==> src/rtl/paddsb_pkg.sv <==
// Shared constants and state encoding for the PADDSB sequencer.
package paddsb_pkg;

    localparam int LANES  = 4;
    localparam int LANE_W = 4;
    localparam int WORD_W = LANES * LANE_W;
    localparam int IDX_W  = $clog2(LANES);

    typedef enum logic [1:0] {
        ST_IDLE = 2'd0,
        ST_RUN  = 2'd1,
        ST_DONE = 2'd2
    } state_t;

endpackage

==> src/rtl/addsub_4bit.sv <==
// Signed 4-bit saturating adder/subtractor.
// Overflow is carry-out of bit 3 XOR carry into bit 3.
module addsub_4bit (
    input  logic       sub,
    input  logic [3:0] a,
    input  logic [3:0] b,
    output logic [3:0] sum,
    output logic       ovfl
);

    logic [3:0] bx;
    logic [3:0] raw;
    logic       c3;
    logic       c4;

    assign bx = sub ? ~b : b;
    assign {c3, raw[2:0]} = {1'b0, a[2:0]} + {1'b0, bx[2:0]} + {3'b000, sub};
    assign {c4, raw[3]}   = {1'b0, a[3]} + {1'b0, bx[3]} + {1'b0, c3};
    assign ovfl = c4 ^ c3;

    // On overflow the true result has the sign of a, so clamp toward it.
    assign sum = ovfl ? (a[3] ? 4'b1000 : 4'b0111) : raw;

endmodule

==> src/rtl/paddsb_seq.sv <==
// PADDSB sequencer: four signed nibble lanes summed one per cycle through a
// single shared saturating adder; result and per-lane saturation flags out.
module paddsb_seq
    import paddsb_pkg::*;
(
    input  logic              clk,
    input  logic              rst_n,
    input  logic              start,
    input  logic              abort,
    input  logic [WORD_W-1:0] a,
    input  logic [WORD_W-1:0] b,
    output logic              busy,
    output logic              done,
    output logic [WORD_W-1:0] result,
    output logic [LANES-1:0]  sat_mask
);

    state_t             state;
    logic [IDX_W-1:0]   idx;
    logic [WORD_W-1:0]  a_reg;
    logic [WORD_W-1:0]  b_reg;
    logic [LANE_W-1:0]  lane_a;
    logic [LANE_W-1:0]  lane_b;
    logic [LANE_W-1:0]  lane_sum;
    logic               lane_ovfl;
    logic               accept;
    logic               last;

    assign lane_a = a_reg[idx*LANE_W +: LANE_W];
    assign lane_b = b_reg[idx*LANE_W +: LANE_W];
    assign last   = (idx == IDX_W'(LANES - 1));

    // abort wins over start in every state.
    assign accept = start && !abort && (state == ST_IDLE || state == ST_DONE);

    addsub_4bit u_add (
        .sub  (1'b0),
        .a    (lane_a),
        .b    (lane_b),
        .sum  (lane_sum),
        .ovfl (lane_ovfl)
    );

    always_ff @(posedge clk or negedge rst_n) begin
        if (!rst_n) begin
            state    <= ST_IDLE;
            idx      <= '0;
            a_reg    <= '0;
            b_reg    <= '0;
            result   <= '0;
            sat_mask <= '0;
        end else if (abort) begin
            state <= ST_IDLE;
            idx   <= '0;
        end else if (accept) begin
            state    <= ST_RUN;
            idx      <= '0;
            a_reg    <= a;
            b_reg    <= b;
            result   <= '0;
            sat_mask <= '0;
        end else begin
            case (state)
                ST_RUN: begin
                    result[idx*LANE_W +: LANE_W] <= lane_sum;
                    sat_mask[idx]                <= lane_ovfl;
                    idx                          <= idx + 1'b1;
                    if (last) state <= ST_DONE;
                end
                ST_DONE: state <= ST_IDLE;
                default: state <= ST_IDLE;
            endcase
        end
    end

    assign busy = (state == ST_RUN);
    assign done = (state == ST_DONE);

endmodule

==> config.mk <==
export PLATFORM = sky130hd
export DESIGN_NAME = paddsb_seq
export DESIGN_NICKNAME = d
export VERILOG_FILES = /design/src/rtl/paddsb_pkg.sv /design/src/rtl/addsub_4bit.sv /design/src/rtl/paddsb_seq.sv
export SDC_FILE = /design/constraint.sdc
export NUM_CORES = 1
export LEC_CHECK = 0
export BUFFER_PORTS_ARGS = -buffer_cell sky130_fd_sc_hd__buf_2
export CORE_MARGIN = 2
export CORE_UTILIZATION = 35
export CTS_CLUSTER_SIZE = 14
export DETAILED_ROUTE_END_ITERATION = 12
export HOLD_SLACK_MARGIN = 0.08
export PLACE_DENSITY = 0.64
export SYNTH_ARGS = -nofsm -noshare
export SYNTH_HDL_FRONTEND = slang
export SYNTH_SLANG_ARGS = --single-unit
==> constraint.sdc <==
create_clock -name clk -period 8.4 [get_ports clk]
set_clock_uncertainty 0.2 [all_clocks]
set_input_delay 0.84 -clock clk [delete_from_list [all_inputs] [get_ports clk]]
set_output_delay 0.84 -clock clk [all_outputs]
set_load 0.1 [all_outputs]
==> flow_metrics.env, run 1 <==
export IMPL_grt_max_degree=57
export IMPL_async_reset_ff_share_pct=100
export IMPL_maxCapViolCount=0
export IMPL_critPathRequiredTime_ns=8.42
export IMPL_routed_wirelength_um=6000
export IMPL_place_congestion=0.833
export IMPL_rsz0062_at_grt="false"
export IMPL_syn2layout_area_growth_pct=16.6
export IMPL_yosys_warnings=0
export IMPL_cts_made_buffers=5
export IMPL_path_cells="mux4_2, ha_1, nand3_1, nand2_1, inv_1, fa_1, a21boi_1, or2_2, o311ai_1"
export IMPL_report_final_hold_viol_count=0
export IMPL_p_leak_uw=0.00149
export IMPL_overflow=0
export IMPL_crit_slowest_cell="dfrtp_1"
export IMPL_hpwl_um=4420
export IMPL_via_per_inst=5.10
export IMPL_finalNonFillerCells=385
export IMPL_critical_path_buf_inv_count=1
export IMPL_tns_ns=0
export IMPL_dr_pass1_iters=4
export IMPL_ff2ff_setup_slack_ns=4.57
export IMPL_slowest_delay_ns=0.85
export IMPL_final_core_util_pct=41.4
export IMPL_crit_fanout=17
export IMPL_clk_pin_slew_ns=0.10
export IMPL_io_buffers=57
export IMPL_holdPathStages=2
export IMPL_crit_type="flip-flop to flip-flop"
export IMPL_ctsHoldBuffers=0
export IMPL_cts_buffer_depth=2
export IMPL_ios=58
export IMPL_htreeDepth=2
export IMPL_cts_resized=0
export IMPL_synth_area_um2=2870
export IMPL_synth_main_ff_cell="dfrtp_1"
export IMPL_critPathCaptureType="flip-flop"
export IMPL_clk_latency_ns=0.32
export IMPL_final_nets=329
export IMPL_yosysSeqAreaShare_pct=48.8
export IMPL_path_delay_family="flip-flops"
export IMPL_dp_cells=377
export IMPL_hold_path_class="flip-flop to flip-flop"
export IMPL_worst_pin_slew_ns=0.966
export IMPL_vdd_ir_drop_max_uv=93.8
export IMPL_rows=33
export IMPL_ys_ff_latch=56
export IMPL_grt_usage_pct=13.7
export IMPL_finalPower_uw=837
export IMPL_syn_inst=224
export IMPL_fmax_mhz=261
export IMPL_drive_gt1_share_pct=41.4
export IMPL_powerDensity_nw_per_um2=250
export IMPL_holdPathEnd="result[6]"
export IMPL_clock_sinks=56
export IMPL_clock_root_buffer="clkbuf_8"
export IMPL_postSynthAreaPerCell_um2=12.8
export IMPL_die_h_um=94.6
export IMPL_setup_viol=0
export IMPL_core_area_um2=8090
export IMPL_grt_pass1_wl_um=9490
export IMPL_r2r_end="result[2]"
export IMPL_synth_nets=274
export IMPL_hold_start="result[6]"
export IMPL_synthDistinctLibCells=46
export IMPL_post_cts_buffers=0
export IMPL_status="completed"
export IMPL_antenna_cells=0
export IMPL_dieArea_um2=8950
export IMPL_start_util_pct=35.5
export IMPL_drc=0
export IMPL_ant_nets=0
export IMPL_antenna_found_initial=0
export IMPL_critPathLaunchType="flip-flop"
export IMPL_wl_per_cell_um=15.6
export IMPL_vias=1962
export IMPL_cp_arrival_ns=3.86
export IMPL_slew_viol_final=0
export IMPL_die_x_um=94.6
export IMPL_relSlewSlack_pct=35.5
export IMPL_r2r_start="idx[0]"
export IMPL_drtIter0Drc=98
export IMPL_synth_edf_count=0
export IMPL_cts_tree="done"
export IMPL_min_period_ns=3.83
export IMPL_min_period_over_period_pct=45.6
export IMPL_grt_pass1_vias=1900
export IMPL_reg2reg_depth=9
-- metal layers --
| layer | global-route usage, % | part of all wire (%) |
|---|---|---|
| met1 | 19.6 | 48 |
| met2 | 20.7 | 45 |
| met3 | 3.03 | 5.6 |
| met4 | 4.83 | 1.6 |
| met5 | 0 | 0 |
-- tightest hold or removal path, cell delays in order (launching register included) --
cell and delay [ns]:
dfrtp_1 0.35, nand2_1 0.06, o311ai_1 0.06
-- synthesized netlist by cell type, drive strengths merged (3+ instances only) --
cell	instances	area [µm²]
mux4	8	180
a21oi	6	30.0
a311oi	3	26.3
nand3b	4	30.0
ha	11	138
nor3	5	30.0
fa	3	60.1
dfrtp	56	1400
nand2	24	90.1
buf	9	58.8
inv	6	22.5
nand2b	4	25.0
nor2	7	33.8
o211ai	12	90.1
a21o	5	37.5
mux2	33	372
o311ai	3	43.8
-- stage by stage --
stage                     area, µm²  hold WS (ns)  worst slack, ns
after detailed placement       3240         0.282             4.56
after CTS                      3350         0.308             4.53
final                          3350         0.305             4.57
after global placement         3240         0.271             4.71
after global routing           3350         0.333             4.27
after floorplan                2870         0.275             5.01
-- where the power goes --
group / switching, µW / internal (µW)
Clock: 93.5 / 90.0
Sequential: 30.5 / 315
Combinational: 206 / 103
-- layout by cell type (no fill, tap or decap), types with 2 or more instances in the layout --
cell / netlist / final
nand3_1: 2 / 2
a21o_1: 5 / 5
o211ai_1: 12 / 12
dfrtp_1: 56 / 56
a311oi_1: 3 / 3
o311ai_1: 2 / 2
mux4_2: 8 / 8
nor3_1: 4 / 4
a21oi_1: 6 / 6
buf_2: 5 / 57
nand2b_1: 4 / 4
clkinv_4: 0 / 2
inv_1: 6 / 6
nor2_1: 6 / 6
ha_1: 11 / 11
nand2_1: 24 / 24
nand3b_1: 4 / 4
mux2_2: 33 / 33
fa_1: 3 / 3
nand4bb_1: 2 / 2
clkbuf_8: 0 / 5
-- layout make-up --
type | count | area, µm²
Clock buffer | 5 | 68.8
Clock inverter | 3 | 47.5
Fill cell | 808 | 4740
Inverter | 6 | 22.5
Multi-Input combinational cell | 152 | 1390
Sequential cell | 56 | 1400
Tap cell | 105 | 131
Timing Repair Buffer | 58 | 293
-- how the worst max path moves through the flow --
stage | depth (start not counted) | slack, ns | from | to
2_1_floorplan | 11 | 5.01 | idx[0] | result[6]
3_3_place_gp | 9 | 4.71 | idx[0] | result[6]
3_5_place_dp | 9 | 4.56 | idx[0] | result[6]
4_1_cts | 9 | 4.53 | idx[0] | result[6]
5_1_grt | 9 | 4.27 | idx[0] | result[6]
6_report | 9 | 4.57 | idx[0] | result[2]
-- kinds of logic after synthesis --
family          share of synthesized area, %
simple gates                            11.7
flops                                   48.8
mux                                     19.2
compound gates                          10.2
buf+inv                                 2.96
fa+ha+maj                               6.88
xor+xnor                               0.305
Note: power is estimated with default switching activity, not from simulation.
==> run 2, diff against run 1 <==
--- a/config.mk
+++ b/config.mk
@@ -11,7 +11,7 @@
 export CTS_CLUSTER_SIZE = 14
 export DETAILED_ROUTE_END_ITERATION = 12
 export HOLD_SLACK_MARGIN = 0.08
-export PLACE_DENSITY = 0.64
+export PLACE_DENSITY = 0.66
 export SYNTH_ARGS = -nofsm -noshare
 export SYNTH_HDL_FRONTEND = slang
 export SYNTH_SLANG_ARGS = --single-unit
==> constraint.sdc (replaced) <==
create_clock -name clk -period 3.1 [get_ports clk]
set_clock_uncertainty 0.2 [all_clocks]
set_input_delay 0.31 -clock clk [delete_from_list [all_inputs] [get_ports clk]]
set_output_delay 0.31 -clock clk [all_outputs]
set_load 0.1 [all_outputs]
==> run 2 against run 1 <==
Sequential cell count unchanged; worst setup slack got worse by 4.5 ns; first-iteration DRC count down 34%; critical endpoint is now result[9].
==> flow_metrics.env, run 2 (synthesized netlist as in run 1, its figures left out) <==
export IMPL_hold_path_class="primary input to flip-flop"
export IMPL_min_period_over_period_pct=97.8
export IMPL_slew_viol_final=0
export IMPL_die_x_um=94.6
export IMPL_ant_nets=0
export IMPL_overflow=0
export IMPL_hpwl_um=4640
export IMPL_report_final_hold_viol_count=0
export IMPL_core_area_um2=8090
export IMPL_critPathCaptureType="flip-flop"
export IMPL_clock_root_buffer="clkbuf_8"
export IMPL_fmax_mhz=330
export IMPL_syn2layout_area_growth_pct=34.4
export IMPL_clk_latency_ns=0.31
export IMPL_setup_viol=0
export IMPL_rows=33
export IMPL_clk_pin_slew_ns=0.11
export IMPL_whs_ns=0.154
export IMPL_clock_sinks=56
export IMPL_grt_max_degree=43
export IMPL_final_nets=375
export IMPL_critPathRequiredTime_ns=3.14
export IMPL_dr_pass1_iters=4
export IMPL_io_buffers=57
export IMPL_ff2ff_setup_slack_ns=0.07
export IMPL_final_cell_mix="buf_2, dfrtp_1, mux2_2, dlygate4sd3_1, nand2_1"
export IMPL_vdd_ir_drop_max_uv=362
export IMPL_crit_fanout=7
export IMPL_crit_type="flip-flop to flip-flop"
export IMPL_relSlewSlack_pct=38.5
export IMPL_min_period_ns=3.03
export IMPL_dp_cells=384
export IMPL_antenna_found_initial=0
export IMPL_vias=2138
export IMPL_die_h_um=94.6
export IMPL_htreeDepth=2
export IMPL_routed_wirelength_um=6460
export IMPL_cp_arrival_ns=3.07
export IMPL_drive_gt1_share_pct=43.6
export IMPL_powerDensity_nw_per_um2=627
export IMPL_antenna_cells=0
export IMPL_dieArea_um2=8950
export IMPL_finalNonFillerCells=431
export IMPL_grt_usage_pct=15.5
export IMPL_critPathLaunchType="flip-flop"
export IMPL_cts_tree="done"
export IMPL_ios=58
export IMPL_status="completed"
export IMPL_place_congestion=0.783
export IMPL_worst_pin_slew_ns=0.922
export IMPL_maxCapViolCount=0
export IMPL_final_common_cell="buf_2"
export IMPL_grt_pass1_wl_um=10800
export IMPL_drc=0
export IMPL_cts_made_buffers=5
export IMPL_fill_cells=772
export IMPL_cts_buffer_depth=2
export IMPL_grt_pass1_vias=2246
export IMPL_via_per_inst=4.96
export IMPL_drtIter0Drc=65
export IMPL_tns_ns=0
export IMPL_start_util_pct=35.5
export IMPL_wl_per_cell_um=15.0
export IMPL_p_leak_uw=0.00170
export IMPL_rsz0062_at_grt="true"
## run 2: through the flow
step / total power (µW) / utilization, % / setup WS [ns] / area, µm²
4_1_cts: 2370 / 46.8 / 0.00374 / 3780
2_1_floorplan: 1690 / - / 0.00122 / 2940
6_report: 2420 / 47.7 / 0.0683 / 3860
3_3_place_gp: 1870 / 41.4 / 0.0901 / 3350
5_1_grt: 2560 / 47.7 / -0.0445 / 3860
3_5_place_dp: 1890 / 41.4 / -0.0356 / 3350
## run 2: timing repair
item | 4_1_cts | 5_1_grt
hold buffers | 33 | 0
setup endpoints to repair | 4 | 16
hold endpoints to repair | 73 | 0
pin swaps | 0 | 13
setup buffers | 0 | 6
resized for setup | 1 | 7
## run 2: final timing paths
path / from / endpoint / cells after the start
max: idx[0] / result[9] / 10
min: start / idx[1] / 4
max reg2reg: idx[0] / result[9] / 10
min reg2reg: result[15] / result[15] / 2
max in group asynchronous: rst_n / b_reg[9] / 3
min in group asynchronous: rst_n / result[11] / 2
## run 2: cell type report
type,instances,area (µm²),share of cell area [%]
Clock buffer,6,82.6,2.14
Sequential cell,56,1400,36.3
Clock inverter,2,15.0,0.389
Tap cell,105,131,3.40
Inverter,6,22.5,0.583
Multi-Input combinational cell,152,1480,38.4
Timing Repair Buffer,104,724,18.8
## run 2: per-layer routing
metal | vias to the layer above | share of wire (%) | global-route usage (%)
li1 | 1025 | - | -
met1 | 1066 | 43 | 19.1
met2 | 43 | 52 | 28.1
met3 | 4 | 4.0 | 2.71
met4 | 0 | 0.70 | 3.62
met5 | - | 0 | 0
## run 2: critical path: stages (launching register included)
cell and delay (ns):
dfrtp_2 0.48, mux4_2 0.57, ha_4 0.32, nand3_4 0.10, nand2_4 0.08, inv_2 0.04, fa_2 0.38, a211oi_4 0.30
buf_6 0.15, o211ai_1 0.19, o211ai_1 0.16
## run 2: power breakdown
group	internal (µW)	switching (µW)
registers	854	79.1
logic	422	637
clock network	182	249
total	1460	965
